<file path="src/rtl/lbist_misr_if.sv">
// Request/CUT/response channel bundle between lbist_controller and one lbist_misr.
// The controller side drives requests and CUT words; the MISR side answers with a signature.
interface lbist_misr_if #(
  parameter int CUT_BITS       = 32,
  parameter int SIGNATURE_BITS = 32,
  parameter int MISR_MSG_BITS  = 5
);
  logic                      misr_req_val;
  logic [MISR_MSG_BITS:0]    misr_req_msg;
  logic                      misr_req_rdy;
  logic                      cut_out_val;
  logic [CUT_BITS-1:0]       cut_out_msg;
  logic                      cut_out_rdy;
  logic                      misr_resp_val;
  logic [SIGNATURE_BITS-1:0] misr_resp_msg;
  logic                      misr_resp_rdy;

  modport master (
    output misr_req_val, misr_req_msg, cut_out_val, cut_out_msg, misr_resp_rdy,
    input  misr_req_rdy, cut_out_rdy, misr_resp_val, misr_resp_msg
  );

  modport slave (
    input  misr_req_val, misr_req_msg, cut_out_val, cut_out_msg, misr_resp_rdy,
    output misr_req_rdy, cut_out_rdy, misr_resp_val, misr_resp_msg
  );
endinterface

</file>
<file path="src/rtl/lbist_misr.sv">
// Multiple-input signature register: hashes a requested number of CUT words
// into a signature and returns it. Moore IDLE/HASH/DONE controller.
module lbist_misr #(
  parameter int                        CUT_BITS            = 32,
  parameter int                        SIGNATURE_BITS      = 32,
  parameter int                        MAX_OUTPUTS_TO_HASH = 32,
  parameter int                        MISR_MSG_BITS       = $clog2(MAX_OUTPUTS_TO_HASH),
  parameter logic [SIGNATURE_BITS-1:0] POLY                = 32'h04C11DB7
) (
  input  logic        clk,
  input  logic        reset,
  lbist_misr_if.slave bus
);

  localparam int                 MSG_W   = MISR_MSG_BITS + 1;
  localparam logic [MSG_W-1:0]   MAX_CNT = MSG_W'(MAX_OUTPUTS_TO_HASH);

  typedef enum logic [1:0] {IDLE, HASH, DONE} state_t;

  state_t                    state, state_next;
  logic [MSG_W-1:0]          target;
  logic [MSG_W-1:0]          count;
  logic [MSG_W-1:0]          count_inc;
  logic [MSG_W-1:0]          req_sat;
  logic [SIGNATURE_BITS-1:0] sig;
  logic [SIGNATURE_BITS-1:0] sig_next;
  logic                      req_fire;
  logic                      cut_fire;
  logic                      resp_fire;

  // Handshake outputs decode from the state register only, so no input reaches an output.
  assign bus.misr_req_rdy  = (state == IDLE);
  assign bus.cut_out_rdy   = (state == HASH);
  assign bus.misr_resp_val = (state == DONE);
  assign bus.misr_resp_msg = sig;

  assign req_fire  = bus.misr_req_val  && bus.misr_req_rdy;
  assign cut_fire  = bus.cut_out_val   && bus.cut_out_rdy;
  assign resp_fire = bus.misr_resp_val && bus.misr_resp_rdy;

  assign req_sat   = (bus.misr_req_msg > MAX_CNT) ? MAX_CNT : bus.misr_req_msg;
  assign count_inc = count + MSG_W'(1);

  // Galois-style shift with polynomial feedback, CUT word folded into the low bits.
  assign sig_next = {sig[SIGNATURE_BITS-2:0], 1'b0}
                  ^ (sig[SIGNATURE_BITS-1] ? POLY : '0)
                  ^ SIGNATURE_BITS'(bus.cut_out_msg);

  // NOTE: registered state uses non-blocking assignments so every flop samples
  // pre-edge values, regardless of the order the always blocks are evaluated.
  always_ff @(posedge clk or posedge reset) begin
    if (reset) state <= IDLE;
    else       state <= state_next;
  end

  // NOTE: state_next gets its default before the case so no path leaves it
  // unassigned; a missing default here would infer a latch.
  always_comb begin
    state_next = state;
    unique case (state)
      IDLE: if (req_fire)                        state_next = (req_sat == '0) ? DONE : HASH;
      HASH: if (cut_fire && count_inc == target) state_next = DONE;
      DONE: if (resp_fire)                       state_next = IDLE;
      default:                                   state_next = IDLE;
    endcase
  end

  always_ff @(posedge clk or posedge reset) begin
    if (reset) begin
      sig    <= '0;
      count  <= '0;
      target <= '0;
    end else begin
      unique case (state)
        IDLE: if (req_fire) begin
          target <= req_sat;
          count  <= '0;
          sig    <= '0;
        end
        HASH: if (cut_fire) begin
          sig   <= sig_next;
          count <= count_inc;
        end
        default: ;  // DONE holds the signature until the next accepted request
      endcase
    end
  end

endmodule

</file>
<file path="src/flat_wrapper.sv">
// flat-port wrapper written by rule: the top's interface ports become plain ports
module lbist_misr_flat 
#(
  parameter int                        CUT_BITS            = 32,
  parameter int                        SIGNATURE_BITS      = 32,
  parameter int                        MAX_OUTPUTS_TO_HASH = 32,
  parameter int                        MISR_MSG_BITS       = $clog2(MAX_OUTPUTS_TO_HASH),
  parameter logic [SIGNATURE_BITS-1:0] POLY                = 32'h04C11DB7
)
  (clk, reset, bus_misr_req_val, bus_misr_req_msg, bus_cut_out_val, bus_cut_out_msg, bus_misr_resp_rdy, bus_misr_req_rdy, bus_cut_out_rdy, bus_misr_resp_val, bus_misr_resp_msg);
  lbist_misr_if #(.CUT_BITS(CUT_BITS), .SIGNATURE_BITS(SIGNATURE_BITS), .MISR_MSG_BITS(MISR_MSG_BITS)) bus_i ();
  input  logic clk;
  input  logic reset;
  input wire logic [$bits(bus_i.misr_req_val)-1:0] bus_misr_req_val;
  input wire logic [$bits(bus_i.misr_req_msg)-1:0] bus_misr_req_msg;
  input wire logic [$bits(bus_i.cut_out_val)-1:0] bus_cut_out_val;
  input wire logic [$bits(bus_i.cut_out_msg)-1:0] bus_cut_out_msg;
  input wire logic [$bits(bus_i.misr_resp_rdy)-1:0] bus_misr_resp_rdy;
  output wire logic [$bits(bus_i.misr_req_rdy)-1:0] bus_misr_req_rdy;
  output wire logic [$bits(bus_i.cut_out_rdy)-1:0] bus_cut_out_rdy;
  output wire logic [$bits(bus_i.misr_resp_val)-1:0] bus_misr_resp_val;
  output wire logic [$bits(bus_i.misr_resp_msg)-1:0] bus_misr_resp_msg;
  assign bus_i.misr_req_val = bus_misr_req_val;
  assign bus_i.misr_req_msg = bus_misr_req_msg;
  assign bus_i.cut_out_val = bus_cut_out_val;
  assign bus_i.cut_out_msg = bus_cut_out_msg;
  assign bus_i.misr_resp_rdy = bus_misr_resp_rdy;
  assign bus_misr_req_rdy = bus_i.misr_req_rdy;
  assign bus_cut_out_rdy = bus_i.cut_out_rdy;
  assign bus_misr_resp_val = bus_i.misr_resp_val;
  assign bus_misr_resp_msg = bus_i.misr_resp_msg;
  lbist_misr #(.CUT_BITS(CUT_BITS), .SIGNATURE_BITS(SIGNATURE_BITS), .MAX_OUTPUTS_TO_HASH(MAX_OUTPUTS_TO_HASH), .MISR_MSG_BITS(MISR_MSG_BITS), .POLY(POLY)) u_core (.clk(clk), .reset(reset), .bus(bus_i));
endmodule
</file>
<file path="config.mk">
export PLATFORM = sky130hd
export DESIGN_NAME = lbist_misr_flat
export DESIGN_NICKNAME = d
export VERILOG_FILES = /design/src/rtl/lbist_misr_if.sv /design/src/rtl/lbist_misr.sv /design/src/flat_wrapper.sv
export SDC_FILE = /design/constraint.sdc
export NUM_CORES = 1
export LEC_CHECK = 0
export BUFFER_PORTS_ARGS = -buffer_cell sky130_fd_sc_hd__buf_4
export CAP_MARGIN = 20
export CORE_AREA = 4 4 75 77
export DETAILED_ROUTE_END_ITERATION = 10
export DIE_AREA = 0 0 79 81
export GPL_ROUTABILITY_DRIVEN = 0
export PLACE_DENSITY = 0.78
export SETUP_SLACK_MARGIN = 0.02
export SLEW_MARGIN = 20
export SYNTH_ARGS = -nofsm -noshare
export SYNTH_HDL_FRONTEND = slang
export SYNTH_SLANG_ARGS = --single-unit
</file>
<file path="constraint.sdc">
create_clock -name clk -period 1.85 [get_ports clk]
set_input_delay 0.2775 -clock clk [delete_from_list [all_inputs] [get_ports clk]]
set_output_delay 0.2775 -clock clk [all_outputs]
set_load 0.02 [all_outputs]
</file>
==> results.ini, run 1 <==
[synth]
synth-edff-count = 0
ys_seq_area_share_pct = 47.0
syn-mean-instance-area_um2 = 10.3
synth_top_cells_by_count = 46 x dfrtp_1, 40 x nand2_1, 39 x xnor2_1
synth_nets = 281
synth.distinct_cells = 30
yosys_most_used_dff = dfrtp_1
yosys.area.top_type_share_pct = 47.0
yosysTopAreaCell = dfrtp_1
synth.area.top_cells = dfrtp_1 47%, xnor2_1 14%, o31ai_2 7.7%
yosysMostFrequentCell = dfrtp_1
synth_area_um2 = 2450
async_reset_ff_share_pct = 100
ys_warn_count = 0
ys_ff_latch = 46
postSynthCellCount = 237

[global_routing]
grt_antenna_before_repair = 0
grt_pass1_vias = 1915
track_usage_pct = 17.8
grt_pass1_wl_um = 9050
grt-ovfl-total = 0
grt_max_degree = 54

[critical_path]
start_kind = register
r2r_end = u_core.state[0]
cp_max_fo = 6
reg2regPathDepth = 5
cp_top_family = flip-flops
r2r_start = u_core.count[0]
crit_path_end_kind = register
slowest_stage = dfrtp_1
crit_required_ns = 2.03
r2r_slack_ns = 0.15
path_cells = ha_1, xor2_1, nor3_1, nand4_1, o31a_1
cpPeakStageDelay_ns = 0.46
cp.arrival_ns = 1.88
cp_num_buf_inv = 0
path_class = reg -> reg

[timing]
rsz0062_at_grt = no
layout_min_cycle_time_ns = 1.70
slew_headroom_pct = 62.7
fmax_ghz = 0.588
finalSetupViolCount = 0
tightest_slew_ns = 0.560
finalClockSkew_ns = 0.00990
finalCritPeriodShare_pct = 91.9
finalHoldViolCount = 0
drv_slew = 0
tns_ns = 0

[power_and_ir_drop]
cellLeakagePower_uw = 0.00147
p_per_area_nw_per_um2 = 1700
ir_drop_mv = 0.746

[clock_tree]
cts_tree = done
clk_pin_slew_worst_paths_ns = 0.09
insertion_delay_ns = 0.30
ctsHtreeMaxLevel = 2
clock-sinks = 46
postCtsHoldBufs = 0
cts_buffers = 5
clock_path_buffers = 2
cts_setup_buffers = 0
cts_resized = 0
cts_root_buffer = clkbuf_8

[die]
die_y_um = 81
rows = 26
io_pins = 78
start_util_pct = 48.9
core_area_um2 = 5010
die_area_um2 = 6400
die_x_um = 79

[final_layout]
final_nets = 360
num_antenna_cells = 0
area_growth_pct = 31.3
postLayoutCoreUtil_pct = 64.1
drive_above_1_share_pct = 36.3

[worst_hold_path]
hold_class = in -> async

[outcome]
status = completed

[routing]
viasPerCell = 4.98
drt_pass1_iterations = 5
ant_nets = 0
routed_wire_length_per_instance_um = 14.5
detailroute.via_count = 1927
drc_errors = 0
wl_um = 5600
first_iter_violations = 102

[placed_design]
portBuffers = 77
dp_hpwl_um = 4100

[run]
cap_violations = 0

[how the worst max path moves through the flow]
stage	startpoint	to	slack (ns)	depth (start not counted)
final	u_core.count[0]	u_core.state[0]	0.15	5
after global placement	u_core.state[1]	u_core.count[4]	0.19	4
after detailed placement	u_core.state[1]	u_core.count[2]	0.08	4
after global routing	u_core.count[0]	u_core.state[0]	0.06	5
after floorplan	u_core.state[1]	bus_cut_out_rdy	0.29	4
after CTS	u_core.state[1]	u_core.count[2]	0.09	4
[through the flow]
stage | cells | total power [uW] | hold slack [ns] | setup slack (ns) | area (um^2)
after floorplan | 237 | 3760 | 0.426 | 0.285 | 2450
after global placement | 378 | 4630 | 0.343 | 0.188 | 3090
after detailed placement | 378 | 4720 | 0.360 | 0.0831 | 3090
after CTS | 386 | 5500 | 0.0261 | 0.0888 | 3210
after global routing | 387 | 5860 | 0.0489 | 0.0633 | 3210
final | 387 | 5460 | 0.0158 | 0.151 | 3210
[logic make-up after synthesis]
family,share of synthesized area (%)
buffers and inverters,3.94
XOR/XNOR,20.0
flip-flops,47.0
adder cells (fa/ha/maj),0.511
AO/OA/AOI/OAI,15.8
AND/OR/NAND/NOR,11.7
multiplexers,0.920
[area by class of cell]
| type | instances | area, um^2 |
|---|---|---|
| fill | 434 | 1800 |
| multi-input combinational | 174 | 1210 |
| sequential | 46 | 1150 |
| timing repair buffer | 85 | 638 |
| tap | 70 | 87.6 |
| clock buffer | 5 | 68.8 |
| clock inverter | 3 | 45.0 |
| inverter | 4 | 15.0 |
[flip-flops by register name (all words and copies together) (netlist names)]
register	cells
u_core.count	6
u_core.state	2
u_core.bus.misr_resp_msg	32
u_core.target	6
[cell usage in the layout (no fill, tap or decap), types with 2 or more instances in the layout]
cell type	n
nand2b_1	6
o31ai_2	15
xnor2_1	39
nor2b_1	2
clkbuf_8	5
o21ai_0	28
xor2_1	17
o31ai_1	2
nand3_1	4
nor2_1	4
inv_1	3
buf_4	85
dfrtp_1	46
mux2_2	2
nand2_1	40
clkinvlp_4	2
[where the power goes]
| group | internal (uW) | switching, uW | total [uW] |
|---|---|---|---|
| Combinational | 1330 | 1450 | 2780 |
| Clock | 402 | 345 | 747 |
| Sequential | 1450 | 482 | 1930 |
| Total | 3180 | 2280 | 5460 |
[layer usage]
metal  up-vias  track usage (%)  routed length [um]
met3         5             4.88                 368
li1        946                -                   -
met1       908             23.3                2530
met4         0             3.09                  36
met2        68             30.1                2670
met5         -                0                   0
Note: power is estimated with default switching activity, not from simulation.
==> run 2, diff against run 1 <==
--- a/config.mk
+++ b/config.mk
@@ -7,13 +7,13 @@
 export LEC_CHECK = 0
 export BUFFER_PORTS_ARGS = -buffer_cell sky130_fd_sc_hd__buf_4
 export CAP_MARGIN = 20
-export CORE_AREA = 4 4 75 77
+export CORE_AREA = 4 4 73 75
+export CTS_BUF_LIST = sky130_fd_sc_hd__clkbuf_8
 export DETAILED_ROUTE_END_ITERATION = 10
-export DIE_AREA = 0 0 79 81
+export DIE_AREA = 0 0 77 79
 export GPL_ROUTABILITY_DRIVEN = 0
-export PLACE_DENSITY = 0.78
+export PLACE_DENSITY = 0.82
 export SETUP_SLACK_MARGIN = 0.02
-export SLEW_MARGIN = 20
 export SYNTH_ARGS = -nofsm -noshare
 export SYNTH_HDL_FRONTEND = slang
 export SYNTH_SLANG_ARGS = --single-unit
==> run 2 against run 1 <==
  * Cell count fell by 4.9%
  * Largest cell class unchanged
  * Routed wire length is 0.80% higher
  * First-iteration DRC count rose by 14%
  * Largest power group unchanged
  * Power decreased by 2.9%
  * Critical endpoint is now u_core.bus.misr_resp_msg[24]
  * Sequential share of layout area up 0.65 points
  * Highest routed layer unchanged
==> results.ini, run 2 (synthesis results as in run 1) <==
[global_routing]
grt_antenna_before_repair = 0  ; unchanged
met3_usage_pct = 5.90  ; was 4.88%
grt-ovfl-total = 0  ; unchanged
grt_pass1_wl_um = 8980  ; was 9050 um
gr-usage-met1_pct = 23.7  ; was 23.3%
track_usage_pct = 18.5  ; was 17.8%
use_met2_pct = 30.0  ; was 30.1%
top_usage_layer = met2  ; unchanged
grt_max_degree = 54  ; unchanged
grt_pass1_vias = 1897  ; was 1,915

[power_and_ir_drop]
ir_drop_mv = 0.636  ; was 0.746 mV
switching_share_pct = 43.0  ; was 41.7%
switchingPower_uw = 2280  ; about the same
clockPowerShare_pct = 11.2  ; was 13.7%
intPower_uw = 3020  ; was 3180 uW
finalPower_uw = 5300  ; was 5460 uW
cellLeakagePower_uw = 0.00146  ; was 0.00147 uW
p_per_area_nw_per_um2 = 1680  ; was 1700 nW/um^2
comb_power_share_pct = 52.2  ; was 51.0%
seqPwrFrac_pct = 36.5  ; was 35.3%

[timing]
fmax_ghz = 0.585  ; was 0.588 GHz
tns_ns = 0  ; unchanged
layout_setup_ws_ns = 0.139  ; was 0.151 ns
whs_ns = 0.237  ; was 0.0158 ns
slew_headroom_pct = 60.2  ; was 62.7%
finalHoldViolCount = 0  ; unchanged
tightest_slew_ns = 0.596  ; was 0.560 ns
finalCritPeriodShare_pct = 92.5  ; was 91.9%
rsz0062_at_grt = no  ; unchanged
layout_min_cycle_time_ns = 1.71  ; was 1.70 ns
drv_slew = 0  ; unchanged
finalClockSkew_ns = 0.00557  ; was 0.00990 ns
finalSetupViolCount = 0  ; unchanged

[routing]
ant_nets = 0  ; unchanged
viasPerCell = 5.23  ; was 4.98
routed_wire_length_per_instance_um = 15.3  ; was 14.5 um
wl_um = 5640  ; was 5600 um
drc_errors = 0  ; unchanged
first_iter_violations = 116  ; was 102
detailroute.via_count = 1925  ; was 1,927
drt_pass1_iterations = 4  ; was 5

[clock_tree]
clk_pin_slew_worst_paths_ns = 0.08  ; was 0.09 ns
insertion_delay_ns = 0.31  ; was 0.30 ns
clock_path_buffers = 2  ; unchanged
clock-sinks = 46  ; unchanged
ctsHtreeMaxLevel = 2  ; unchanged
cts_tree = done  ; unchanged
cts_root_buffer = clkbuf_8  ; unchanged
cts_buffers = 5  ; unchanged

[die]
core_area_um2 = 4660  ; was 5010 um^2
io_pins = 78  ; unchanged
rows = 25  ; was 26
die_y_um = 79  ; was 81 um
start_util_pct = 52.5  ; was 48.9%
die_area_um2 = 6080  ; was 6400 um^2
die_x_um = 77  ; was 79 um

[critical_path]
cp.arrival_ns = 1.92  ; was 1.88 ns
crit_required_ns = 2.06  ; was 2.03 ns
crit_path_end_kind = register  ; unchanged
cp_max_fo = 26  ; was 6
path_class = reg -> reg  ; unchanged
start_kind = register  ; unchanged

[placed_design]
place_ws_ns = 0.149  ; was 0.0831 ns
dp_hpwl_um = 4030  ; was 4100 um
dpl_cell_area_um2 = 3060  ; was 3090 um^2
portBuffers = 77  ; unchanged

[final_layout]
drive_above_1_share_pct = 35.7  ; was 36.3%
fillers = 355  ; was 434
area_growth_pct = 29.1  ; was 31.3%
layout_common_cells = 81 x buf_4, 45 x dfrtp_1, 40 x nand2_1  ; was 85 x buf_4, 46 x dfrtp_1, 40 x nand2_1
final_nets = 358  ; was 360
seqCellArea_um2 = 1150  ; about the same
design_area_um2 = 3160  ; was 3210 um^2
multi_input_area_um2 = 1210  ; unchanged
final_common_cell = buf_4  ; unchanged
num_antenna_cells = 0  ; unchanged
largest_register_ffs = 32  ; unchanged

[worst_hold_path]
hold_class = in -> reg  ; was in -> async

[outcome]
status = completed  ; unchanged

[run]
cap_violations = 0  ; unchanged

run 2: changes by cell type in the layout (fill, tap and decap cells not counted):
cell	previous run	this run
clkinv_2	0	2
dfrtp_1	46	45
buf_12	0	1
bufinv_16	1	0
dfrtp_2	0	1
dlygate4sd3_1	0	1
clkinvlp_4	2	0
buf_4	85	81
run 2: layer usage:
metal,wire (um),vias to the layer above
met4,74,0
met5,0,-
met3,435,7
met2,2640,65
met1,2500,909
li1,-,944
run 2: stage by stage:
| step | std cells | util [%] |
|---|---|---|
| 2_1_floorplan | 237 | - |
| 3_3_place_gp | 359 | 65.7 |
| 3_5_place_dp | 359 | 65.7 |
| 4_1_cts | 367 | 67.6 |
| 5_1_grt | 368 | 67.8 |
| 6_report | 368 | 67.8 |
run 2: repair_timing:
action                                  in CTS  in global routing
endpoints found under the setup margin       0                  2
resized for setup                            0                  1
hold endpoints to repair                    19                  0
buffers inserted                             0                  0
hold buffers                                 1                  0
run 2: final timing paths:
check | to | depth (start not counted) | slack (ns) | from
min in group asynchronous | u_core.bus.misr_resp_msg[4] | 3 | 0.53 | reset
max reg2reg | u_core.bus.misr_resp_msg[24] | 3 | 0.14 | u_core.state[1]
min reg2reg | u_core.target[4] | 2 | 0.51 | u_core.target[4]
max | u_core.bus.misr_resp_msg[24] | 3 | 0.14 | u_core.state[1]
min | u_core.target[1] | 3 | 0.24 | bus_misr_req_msg[1]
max in group asynchronous | u_core.bus.misr_resp_msg[19] | 4 | 0.82 | reset
run 2: layout make-up:
class	instances	area share, %
multi-input cells	174	38.2
flip-flops and latches	46	36.5
repair buffers	83	20.2
clock buffers	5	2.18
well taps	54	2.14
inverters	4	0.475
clock inverters	2	0.317
run 2: worst max-delay path, stage by stage (launching register included):
cell and delay (ns):
dfrtp_1 0.44, or3b_4 0.50, and2_2 0.40, o31ai_2 0.28
run 2: power groups by stage:
stage | Sequential [uW] | Combinational [uW] | Clock, uW
floorplan | 2230 | 1530 | 0
global placement | 1940 | 2690 | 0
detailed placement | 1950 | 2760 | 0
CTS | 1930 | 2780 | 603
global route | 2000 | 3000 | 645
finish | 1940 | 2770 | 596
==> run 3, diff against run 2 <==
--- a/config.mk
+++ b/config.mk
@@ -13,6 +13,7 @@
 export DIE_AREA = 0 0 77 79
 export GPL_ROUTABILITY_DRIVEN = 0
 export PLACE_DENSITY = 0.82
+export RECOVER_POWER = 100
 export SETUP_SLACK_MARGIN = 0.02
 export SYNTH_ARGS = -nofsm -noshare
 export SYNTH_HDL_FRONTEND = slang
==> run 3 against run 2 <==
  * Worst hold slack got worse by 0.00079 ns
  * Sequential power barely moved
  * Utilization fell by 3.9 points
  * Non-clock buffer count did not move
  * Sequential share of layout area rose by 2.2 points
  * Worst setup slack got worse by 0.022 ns
  * Critical path depth did not move
==> results.ini, run 3 (synthesis results as in run 1) <==
[die]
io_pins = 78  ; unchanged
core_area_um2 = 4660  ; unchanged
start_util_pct = 52.5  ; unchanged
die_area_um2 = 6080  ; unchanged
die_x_um = 77  ; unchanged
die_y_um = 79  ; unchanged
rows = 25  ; unchanged

[routing]
first_iter_violations = 118  ; was 116
drc_errors = 0  ; unchanged
drt_pass1_iterations = 4  ; unchanged
routed_wire_length_per_instance_um = 15.5  ; was 15.3 um
viasPerCell = 5.22  ; was 5.23
detailroute.via_count = 1921  ; was 1,925
wl_um = 5700  ; was 5640 um
ant_nets = 0  ; unchanged

[power_and_ir_drop]
clockPowerShare_pct = 12.1  ; was 11.2%
switching_share_pct = 45.2  ; was 43.0%
seqPwrFrac_pct = 39.2  ; was 36.5%
switchingPower_uw = 2230  ; was 2280 uW
intPower_uw = 2700  ; was 3020 uW
cellLeakagePower_uw = 0.00131  ; was 0.00146 uW
p_per_area_nw_per_um2 = 1650  ; was 1680 nW/um^2
ir_drop_mv = 0.588  ; was 0.636 mV
comb_power_share_pct = 48.7  ; was 52.2%
finalPower_uw = 4920  ; was 5300 uW

[final_layout]
design_area_um2 = 2980  ; was 3160 um^2
drive_above_1_share_pct = 21.0  ; was 35.7%
area_growth_pct = 21.7  ; was 29.1%
num_antenna_cells = 0  ; unchanged
final_nets = 358  ; unchanged
layout_common_cells = 45 x buf_4, 45 x dfrtp_1, 40 x nand2_1  ; was 81 x buf_4, 45 x dfrtp_1, 40 x nand2_1
fillers = 406  ; was 355
largest_register_ffs = 32  ; unchanged

[global_routing]
grt_pass1_wl_um = 8980  ; unchanged
grt_antenna_before_repair = 0  ; unchanged
grt_max_degree = 54  ; unchanged
grt-ovfl-total = 0  ; unchanged
track_usage_pct = 18.5  ; unchanged
grt_pass1_vias = 1897  ; unchanged

[critical_path]
slowest_stage = or3b_4  ; unchanged
cp_max_fo = 26  ; unchanged
path_class = reg -> reg  ; unchanged
crit_required_ns = 2.06  ; about the same
cp.arrival_ns = 1.94  ; was 1.92 ns
path_cells = or3b_4, and2_2, o31ai_1  ; was or3b_4, and2_2, o31ai_2
start_kind = register  ; unchanged
cpPeakStageDelay_ns = 0.50  ; about the same
crit_path_end_kind = register  ; unchanged

[clock_tree]
clock_path_buffers = 2  ; unchanged
clock-sinks = 46  ; unchanged
cts_tree = done  ; unchanged
ctsHtreeMaxLevel = 2  ; unchanged
cts_buffers = 5  ; unchanged
clk_pin_slew_worst_paths_ns = 0.08  ; about the same
insertion_delay_ns = 0.31  ; about the same
cts_root_buffer = clkbuf_8  ; unchanged
cts_setup_buffers = 0  ; unchanged

[timing]
tightest_slew_ns = 0.819  ; was 0.596 ns
finalCritPeriodShare_pct = 93.7  ; was 92.5%
finalClockSkew_ns = 0.00659  ; was 0.00557 ns
drv_slew = 0  ; unchanged
finalSetupViolCount = 0  ; unchanged
layout_min_cycle_time_ns = 1.73  ; was 1.71 ns
finalHoldViolCount = 0  ; unchanged
rsz0062_at_grt = no  ; unchanged
slew_headroom_pct = 45.3  ; was 60.2%
tns_ns = 0  ; unchanged
fmax_ghz = 0.577  ; was 0.585 GHz

[outcome]
status = completed  ; unchanged

[worst_hold_path]
hold_class = in -> reg  ; unchanged

[run]
cap_violations = 0  ; unchanged

[placed_design]
dpl_cell_area_um2 = 3060  ; unchanged
dp_hpwl_um = 4030  ; unchanged
portBuffers = 77  ; unchanged

-- run 3: cell count changes in the layout (fill, tap and decap cells not counted), sizes merged --
| cell | delta |
|---|---|
| buf | -36 |
| clkbuf | +36 |
-- run 3: cell type report --
type	instances	area, um^2	share of cell area, %
clock buffers	5	68.8	2.31
inverters	4	15.0	0.504
repair buffers	83	507	17.0
clock inverters	2	10.0	0.336
well taps	54	67.6	2.27
multi-input cells	174	1160	38.9
flip-flops and latches	46	1150	38.7
-- run 3: path summary, 6_finish.rpt --
path | start | endpoint | slack (ns) | cells past startpoint
setup / recovery | u_core.state[1] | u_core.bus.misr_resp_msg[24] | 0.12 | 3
hold / removal | bus_misr_req_msg[1] | u_core.target[1] | 0.24 | 3
setup reg to reg | u_core.state[1] | u_core.bus.misr_resp_msg[24] | 0.12 | 3
hold reg to reg | u_core.target[0] | u_core.target[0] | 0.51 | 2
max in group asynchronous | reset | u_core.bus.misr_resp_msg[19] | 0.55 | 4
min in group asynchronous | reset | u_core.bus.misr_resp_msg[2] | 0.68 | 3
-- run 3: timing repair --
item | CTS | global route
hold buffers | 1 | 0
gates resized for setup | 0 | 1
endpoints found under the setup margin | 0 | 2
endpoints found under the hold margin | 19 | 0
-- run 3: power groups by stage --
stage | logic [uW] | clock network (uW) | registers [uW]
5_1_grt | 2630 | 645 | 2010
3_5_place_dp | 2760 | 0 | 1950
6_report | 2400 | 596 | 1930
2_1_floorplan | 1530 | 0 | 2230
4_1_cts | 2780 | 603 | 1930
3_3_place_gp | 2690 | 0 | 1940
-- run 3: worst max-delay path, delay by kind of cell, from the launching register on --
kind            cells  cell delay (ns)
compound gates      1             0.31
flops               1             0.44
simple gates        2             0.89
-- run 3: per-layer routing --
metal	share of wire [%]	global-route usage, %	wire (um)
met5	0	0	0
met4	1.3	6.23	74
met3	8.4	5.90	477
met2	46	30.0	2650
met1	44	23.7	2500
-- run 3: metrics by stage --
stage / std cells / setup WS (ns) / utilization (%) / hold slack [ns]
floorplan: 237 / 0.285 / - / 0.426
global placement: 359 / 0.188 / 65.7 / 0.311
detailed placement: 359 / 0.149 / 65.7 / 0.318
CTS: 367 / 0.0865 / 67.6 / 0.234
global route: 368 / 0.0312 / 63.9 / 0.244
finish: 368 / 0.117 / 63.9 / 0.236
